$ cat config.mk
export PLATFORM = sky130hd
export DESIGN_NAME = ball_speed_divider
export DESIGN_NICKNAME = d
export VERILOG_FILES = /design/src/rtl/pong_pkg.sv /design/src/rtl/ball_speed_divider.sv
export SDC_FILE = /design/constraint.sdc
export NUM_CORES = 1
export LEC_CHECK = 0
export ABC_AREA = 0
export CORE_ASPECT_RATIO = 1.1
export CORE_UTILIZATION = 45
export CTS_CLUSTER_DIAMETER = 80
export CTS_CLUSTER_SIZE = 14
export DETAILED_ROUTE_END_ITERATION = 8
export HOLD_SLACK_MARGIN = 0.02
export PLACE_DENSITY_LB_ADDON = 0.05
export SLEW_MARGIN = 20
export SYNTH_ARGS = -nofsm -noshare
export SYNTH_HDL_FRONTEND = slang
export SYNTH_SLANG_ARGS = --single-unit
$ cat constraint.sdc
create_clock -name clk -period 4.75 [get_ports clk]
set_input_delay 0.95 -clock clk [delete_from_list [all_inputs] [get_ports clk]]
set_output_delay 0.95 -clock clk [all_outputs]
set_load 0.1 [all_outputs]
$ cat src/rtl/pong_pkg.sv
`default_nettype none
// ============================================================================
// Module  : pong_pkg
// Purpose : Definitions shared by the speed-select block and the ball speed
//           divider. It holds the bus width of the speed value, the three
//           selectable half-periods, the clamp floor for the ball divider,
//           and the divider run/pause mode encoding.
// Ports   : none (package)
// Revision: 1.0 - initial release
// ============================================================================
package pong_pkg;

  // Width of the half-period value passed from speed select to the divider.
  localparam int unsigned SPEED_W = 32;

  // Half-periods in system-clock cycles. A smaller value gives a faster ball.
  localparam int unsigned SPEED_FAST   = 56250;
  localparam int unsigned SPEED_NORMAL = 156250;
  localparam int unsigned SPEED_SLOW   = 256250;

  // Smallest half-period the divider accepts. It must be at least 1, so that
  // the terminal compare (period - 1) cannot wrap.
  localparam int unsigned BALL_MIN_PERIOD = 1000;

  // Divider operating mode. It follows the enable input every cycle.
  typedef enum logic [0:0] {
    MODE_PAUSE = 1'b0,
    MODE_RUN   = 1'b1
  } ball_mode_e;

endpackage : pong_pkg
`default_nettype wire

$ cat src/rtl/ball_speed_divider.sv
`default_nettype none
// ============================================================================
// Module  : ball_speed_divider
// Purpose : Divides clk down to the ball-movement clock. The half-period in
//           force is re-sampled from counter_val only at a half-period
//           boundary or on restart, so ball_clk never glitches.
// Ports   :
//   clk            in   system clock
//   rst_n          in   asynchronous active-low reset
//   counter_val    in   requested half-period (clk cycles) from speed select
//   enable         in   1 = run, 0 = pause (counter and ball_clk hold)
//   restart        in   synchronous restart from phase 0 (overrides enable)
//   ball_clk       out  ball clock, toggles every active_period cycles
//   tick           out  one-cycle pulse coincident with each ball_clk rise
//   active_period  out  half-period currently in force
//   period_update  out  one-cycle pulse when active_period changes value
// Revision: 1.0 - initial release
// ============================================================================
module ball_speed_divider
  import pong_pkg::*;
#(
  parameter int unsigned      WIDTH          = SPEED_W,
  parameter logic [WIDTH-1:0] DEFAULT_PERIOD = WIDTH'(SPEED_NORMAL),
  parameter logic [WIDTH-1:0] MIN_PERIOD     = WIDTH'(BALL_MIN_PERIOD)
) (
  input  logic             clk,
  input  logic             rst_n,
  input  logic [WIDTH-1:0] counter_val,
  input  logic             enable,
  input  logic             restart,
  output logic             ball_clk,
  output logic             tick,
  output logic [WIDTH-1:0] active_period,
  output logic             period_update
);

  // Raise any requested half-period below the floor. Because the floor is
  // at least 1, this also keeps zero out of the period register.
  function automatic logic [WIDTH-1:0] clamp_period(input logic [WIDTH-1:0] v);
    return (v < MIN_PERIOD) ? MIN_PERIOD : v;
  endfunction

  logic [WIDTH-1:0] cnt_q,    cnt_d;
  logic [WIDTH-1:0] period_q, period_d;
  logic             ball_q,   ball_d;
  logic             tick_q,   tick_d;
  logic             upd_q,    upd_d;

  ball_mode_e       w_mode;
  logic [WIDTH-1:0] w_sampled;
  logic             w_terminal;
  logic             w_changed;

  // The mode is a direct decode of enable. The count therefore advances on
  // the same edge that first sees enable high. This keeps the first rise at
  // edge P after reset release.
  assign w_mode     = enable ? MODE_RUN : MODE_PAUSE;
  assign w_sampled  = clamp_period(counter_val);
  assign w_changed  = (w_sampled != period_q);
  // The >= compare covers the case where cnt could ever sit beyond the
  // terminal value. It behaves like == while cnt stays in range.
  assign w_terminal = (cnt_q >= (period_q - WIDTH'(1)));

  always_comb begin
    cnt_d    = cnt_q;
    period_d = period_q;
    ball_d   = ball_q;
    tick_d   = 1'b0;
    upd_d    = 1'b0;

    if (restart) begin
      // Restart wins over a terminal count that falls in the same cycle.
      cnt_d    = '0;
      ball_d   = 1'b0;
      period_d = w_sampled;
      upd_d    = w_changed;
    end else begin
      case (w_mode)
        MODE_RUN: begin
          if (w_terminal) begin
            cnt_d    = '0;
            ball_d   = ~ball_q;
            tick_d   = ~ball_q;   // the rising half of the toggle
            period_d = w_sampled; // new speed only at a boundary
            upd_d    = w_changed;
          end else begin
            cnt_d = cnt_q + WIDTH'(1);
          end
        end
        default: begin
          // Paused: hold the phase. tick and period_update keep their
          // default of 0.
        end
      endcase
    end
  end

  always_ff @(posedge clk or negedge rst_n) begin
    if (!rst_n) begin
      cnt_q    <= '0;
      period_q <= DEFAULT_PERIOD;
      ball_q   <= 1'b0;
      tick_q   <= 1'b0;
      upd_q    <= 1'b0;
    end else begin
      cnt_q    <= cnt_d;
      period_q <= period_d;
      ball_q   <= ball_d;
      tick_q   <= tick_d;
      upd_q    <= upd_d;
    end
  end

  assign ball_clk      = ball_q;
  assign tick          = tick_q;
  assign active_period = period_q;
  assign period_update = upd_q;

endmodule : ball_speed_divider
`default_nettype wire

Word-level counts from Yosys, hierarchy flattened
Cells that the tools add are included.
{ "word_totals": {"regBits": 67, "inputBits": 36, "out_inout_bits": 35, "elab_cells": 31} }
{ "op_classes": {"addsub": 2, "order_cmp": 2, "eq_ne": 1, "muxes": 17, "n_bitwise": 1, "n_reduce_logical": 3} }
{ "op_table": {"columns": ["op", "n"], "rows": [
  ["$mux 32", 7],
  ["$add 32x1->32 const B", 1],
  ["$ge 32x32->1", 1],
  ["$lt 32x10->1 const B", 1],
  ["$ne 32x32->1", 1],
  ["$sub 32x1->32 const B", 1],
  ["$mux 1", 10],
  ["$reduce_bool 2->1", 2],
  ["$reduce_and 2->1", 1],
  ["$not 1->1", 1]
]} }

Logic depth before layout (Yosys ltp)
{ "logic_depth": {"word_depth": 6, "mapped_depth": 18} }

Worst setup path after synthesis
OpenSTA, ideal clock, no wires.
{ "synth_timing": {"kind": "register -> register", "start": "register period_q[2], in the netlist active_period[2]", "end": "register period_q[12], in the netlist active_period[12]", "setup_ns": 0.126, "t_arrival_ns": 4.621, "required_ns": 4.624, "slack_ns": 0.003, "path_stages_with_launch": 18, "path_buffers": 3, "synth_period_minus_slack_ns": 4.747, "path_cell_list": "dfrtp_1 > clkbuf_1 > nor4_1 > nand2_1 > nor3_1 > nand4_1 > or2_1 > nor4_2 > xnor2_1 > ha_1 > nand4_1 > or4_1 > a21o_1 > or2_1 > buf_6 > a21oi_4 > buf_6 > mux2_2"} }
{ "synth_between": {"elab_chain_len": 4} }
{ "synth_lines": {"columns": ["element", "line", "rtl"], "rows": [
  ["start: declaration", "ball_speed_divider.sv:44", "logic [WIDTH-1:0] period_q, period_d;"],
  ["start signal: assignment", "ball_speed_divider.sv:107", "period_q <= period_d;"],
  ["$sub 32x1->32", "ball_speed_divider.sv:62", "assign w_terminal = (cnt_q >= (period_q - WIDTH'(1)));"],
  ["$ge 32x32->1", "ball_speed_divider.sv:62", null],
  ["$reduce_bool 2->1 (no line)", null, null],
  ["$reduce_and 2->1 (no line)", null, null]
]} }
No other way between the ends.
A chain may end at the register's enable or synchronous reset.

Final worst setup path
{ "layout_timing": {"start": "register period_q[19], in the netlist active_period[19]", "end": "register period_q[8], in the netlist active_period[8]"} }
Same word-level chain as after synthesis.

==> impl_metrics.env <==
export IMPL_seqPwrFrac=0.351
export IMPL_slew_headroom=0.298
export IMPL_intPower_uw=1220
export IMPL_setup_tns_ns=0
export IMPL_ys_ff_latch=67
export IMPL_syn_area_sq_um=4810
export IMPL_met2_usage=0.415
export IMPL_final_max_slew_violation_count=0
export IMPL_max_cap_violations=0
export IMPL_place_ws_ns=0.154
export IMPL_crit_fanout=19
export IMPL_finalSetupViolCount=0
export IMPL_slowest_stage="or4_1"
export IMPL_root_buffer="clkbuf_16"
export IMPL_grt_pass1_vias=4110
export IMPL_htree_levels=3
export IMPL_status="complete, no violations"
export IMPL_dieArea_sq_um=11100
export IMPL_ctsHoldBuffers=0
export IMPL_synth_fp_nets=584
export IMPL_yosys_warnings=0
export IMPL_switching_share=0.381
export IMPL_io_pins=71
export IMPL_start_util=0.463
export IMPL_clock_path_buffers=2
export IMPL_yosysTopAreaCell="dfrtp_1"
export IMPL_syn_inst=514
export IMPL_portBuffers=70
export IMPL_core_sq_um=10400
export IMPL_grt_max_degree=35
export IMPL_fin_crit_sh=0.950
export IMPL_die_height_microns=110
export IMPL_min_delay_path_class="flop to flop"
export IMPL_required_ns=4.96
export IMPL_yosysUniqueCellTypes=49
export IMPL_async_flop_share=1.00
export IMPL_clock_skew_ns=0.00277
export IMPL_syn_area_per_cell_sq_um=9.35
export IMPL_dr_pass1_iters=4
export IMPL_grt_pass1_wl_mm=20.2
export IMPL_ys_seq_area_frac=0.351
export IMPL_rows=39
export IMPL_routedWlPerCell_microns=16.4
export IMPL_fin_ws_ns=0.237
export IMPL_vias=4050
export IMPL_crit_chain="or3_1 -> or3_1 -> nor2_1 -> nand4_1 -> or2_1 -> nor4_2 -> xnor2_1 -> ha_1 -> nand4_1 -> or4_1 -> a21o_1 -> or2_1 -> a21oi_4 -> buf_6 -> mux2_2"
export IMPL_use_met3=0.0297
export IMPL_post_synth_most_frequent_cells="dfrtp_1, nor2_1, xnor2_1"
export IMPL_combinationalPowerShare=0.331
export IMPL_synth_flop_cell="dfrtp_1"
export IMPL_critPathArrivalTime_ns=4.73
export IMPL_wl_mm=12.0
export IMPL_antenna_found_initial=0
export IMPL_criticalPathCategory="flop to flop"
export IMPL_grt_usage=0.231
export IMPL_hpwl_mm=9.24
export IMPL_p_sw_uw=752
export IMPL_clk_latency_ns=0.33
export IMPL_busiest_layer="met2"
export IMPL_period_needed_ns=4.51
export IMPL_via_per_inst=5.53
export IMPL_power_density_nw_per_um2=332
export IMPL_hold_viol_final=0
export IMPL_synthTopCellsByArea="dfrtp_1, xnor2_1, ha_1"
export IMPL_drive_gt1_frac=0.126
export IMPL_grt_util_met1=0.280
export IMPL_grt_ovfl_total=0
export IMPL_layout_nets=655
export IMPL_synth_top_area_frac=0.307
export IMPL_leakage_uw=0.00240
export IMPL_area_delta_synth_final_pct=23.7
export IMPL_ir_drop_mv=0.143
export IMPL_rsz0062_at_grt="false"
export IMPL_clock_sinks=67
export IMPL_max_stage_delay_ns=0.54
export IMPL_synth_edf_count=0
export IMPL_finish_utilization=0.572
export IMPL_drt_first_iter_violations=126
export IMPL_clock_fmax_ghz=0.222
export IMPL_synth_most_common_cell="dfrtp_1"
export IMPL_worstSetupEndpointType="flop"
export IMPL_worst_pin_slew_ns=1.05
export IMPL_ant_nets=0
export IMPL_pwr_share_clk=0.318
export IMPL_cts_tree="done"
export IMPL_drc_errors=0
export IMPL_cts_buffers=9
export IMPL_fill_cells=965
export IMPL_start_kind="flop"
export IMPL_dieWidth_microns=101
export IMPL_gp_congestion=0.870
export IMPL_clk_pin_slew_worst_paths_ns=0.05
export IMPL_n_antenna_cell=0
==> critical path, delay by kind of cell (launching register included) <==
kind	cells	cell delay, ns
xor+xnor	1	0.10
buf+inv	1	0.23
flops	1	0.43
compound gates	2	0.42
simple gates	9	2.55
mux	1	0.37
fa+ha+maj	1	0.29
==> repair_timing <==
action	4_1_cts	5_1_grt
gates resized for setup	0	6
endpoints found under the setup margin	0	57
buffers inserted	0	0
==> area by class of cell <==
type / count / area, sq um / share of cell area
clock buffers: 13 / 270 / 0.0454
clock inverters: 2 / 10.0 / 0.00168
inverters: 14 / 52.6 / 0.00883
multi-input cells: 411 / 2950 / 0.496
flip-flops and latches: 67 / 1690 / 0.283
well taps: 143 / 179 / 0.0301
repair buffers: 82 / 801 / 0.135
==> cells by family (layout without fill, tap and decap cells) <==
| family | Yosys count | count (layout) | synth area share |
|---|---|---|---|
| AOI/OAI and AO/OA | 62 | 62 | 0.0916 |
| xor gates and xnor gates | 85 | 85 | 0.155 |
| adders and majority gates | 34 | 34 | 0.0885 |
| buffers and inverters | 36 | 111 | 0.0372 |
| DFF | 67 | 67 | 0.351 |
| muxes | 29 | 29 | 0.0677 |
| and+or+nand+nor | 201 | 201 | 0.209 |
==> layout by cell type, fill, tap and decap left out, types with 3 or more instances in the layout <==
master	instances
nand4_1	21
clkbuf_8	3
xor2_1	30
or3_1	8
a21o_1	8
dfrtp_1	59
a221o_1	4
nor2_1	57
o21ai_0	12
ha_1	34
and3_1	3
or4_1	4
nor3_1	21
nand2_1	36
nand2b_1	6
mux2_2	28
buf_4	9
dfstp_2	8
clkdlybuf4s50_1	69
o31ai_1	3
inv_1	14
a32oi_1	4
a21oi_1	15
nor2b_1	3
a31o_2	4
xnor2_1	55
clkbuf_16	9
nand3_1	18
nor4_1	12
==> sequential cells by signal (all words and copies together), names as in the netlist <==
name	flops
active_period	32
period_update	1
tick	1
ball_clk	1
cnt_q	32
==> stage by stage <==
stage | hold slack [ns] | cells | instance area (sq um) | total power, uW
floorplan | 0.516 | 514 | 4810 | 1160
global route | 0.506 | 732 | 5950 | 2070
global placement | 0.459 | 717 | 5650 | 1350
CTS | 0.480 | 732 | 5930 | 1990
finish | 0.469 | 732 | 5950 | 1980
detailed placement | 0.466 | 717 | 5650 | 1360
==> routing by layer <==
layer | vias to the layer above | part of all wire | routed length [microns]
met1 | 1974 | 0.43 | 5180
met5 | - | 0 | 0
met4 | 0 | 0.016 | 195
met2 | 80 | 0.52 | 6300
met3 | 19 | 0.027 | 324
li1 | 1977 | - | -
==> final timing paths <==
kind	from	to	slack (ns)	depth (start not counted)
setup / recovery	active_period[19]$_DFFE_PN0P_	active_period[8]$_DFFE_PN0P_	0.24	15
hold / removal	ball_clk$_DFFE_PN0P_	tick$_DFF_PN0_	0.47	1
setup reg to reg	active_period[19]$_DFFE_PN0P_	active_period[8]$_DFFE_PN0P_	0.24	15
hold reg to reg	ball_clk$_DFFE_PN0P_	tick$_DFF_PN0_	0.47	1
max in group asynchronous	rst_n	active_period[4]$_DFFE_PN1P_	3.09	2
min in group asynchronous	rst_n	active_period[26]$_DFFE_PN0P_	0.68	1
==> power groups by stage <==
| stage | Clock [uW] | Combinational (uW) | Sequential, uW |
|---|---|---|---|
| 4_1_cts | 643 | 656 | 693 |
| 6_report | 628 | 654 | 693 |
| 5_1_grt | 672 | 694 | 702 |
| 2_1_floorplan | 0 | 215 | 945 |
| 3_3_place_gp | 0 | 649 | 701 |
| 3_5_place_dp | 0 | 653 | 703 |
No activity file was read; power rests on OpenSTA's default activity.
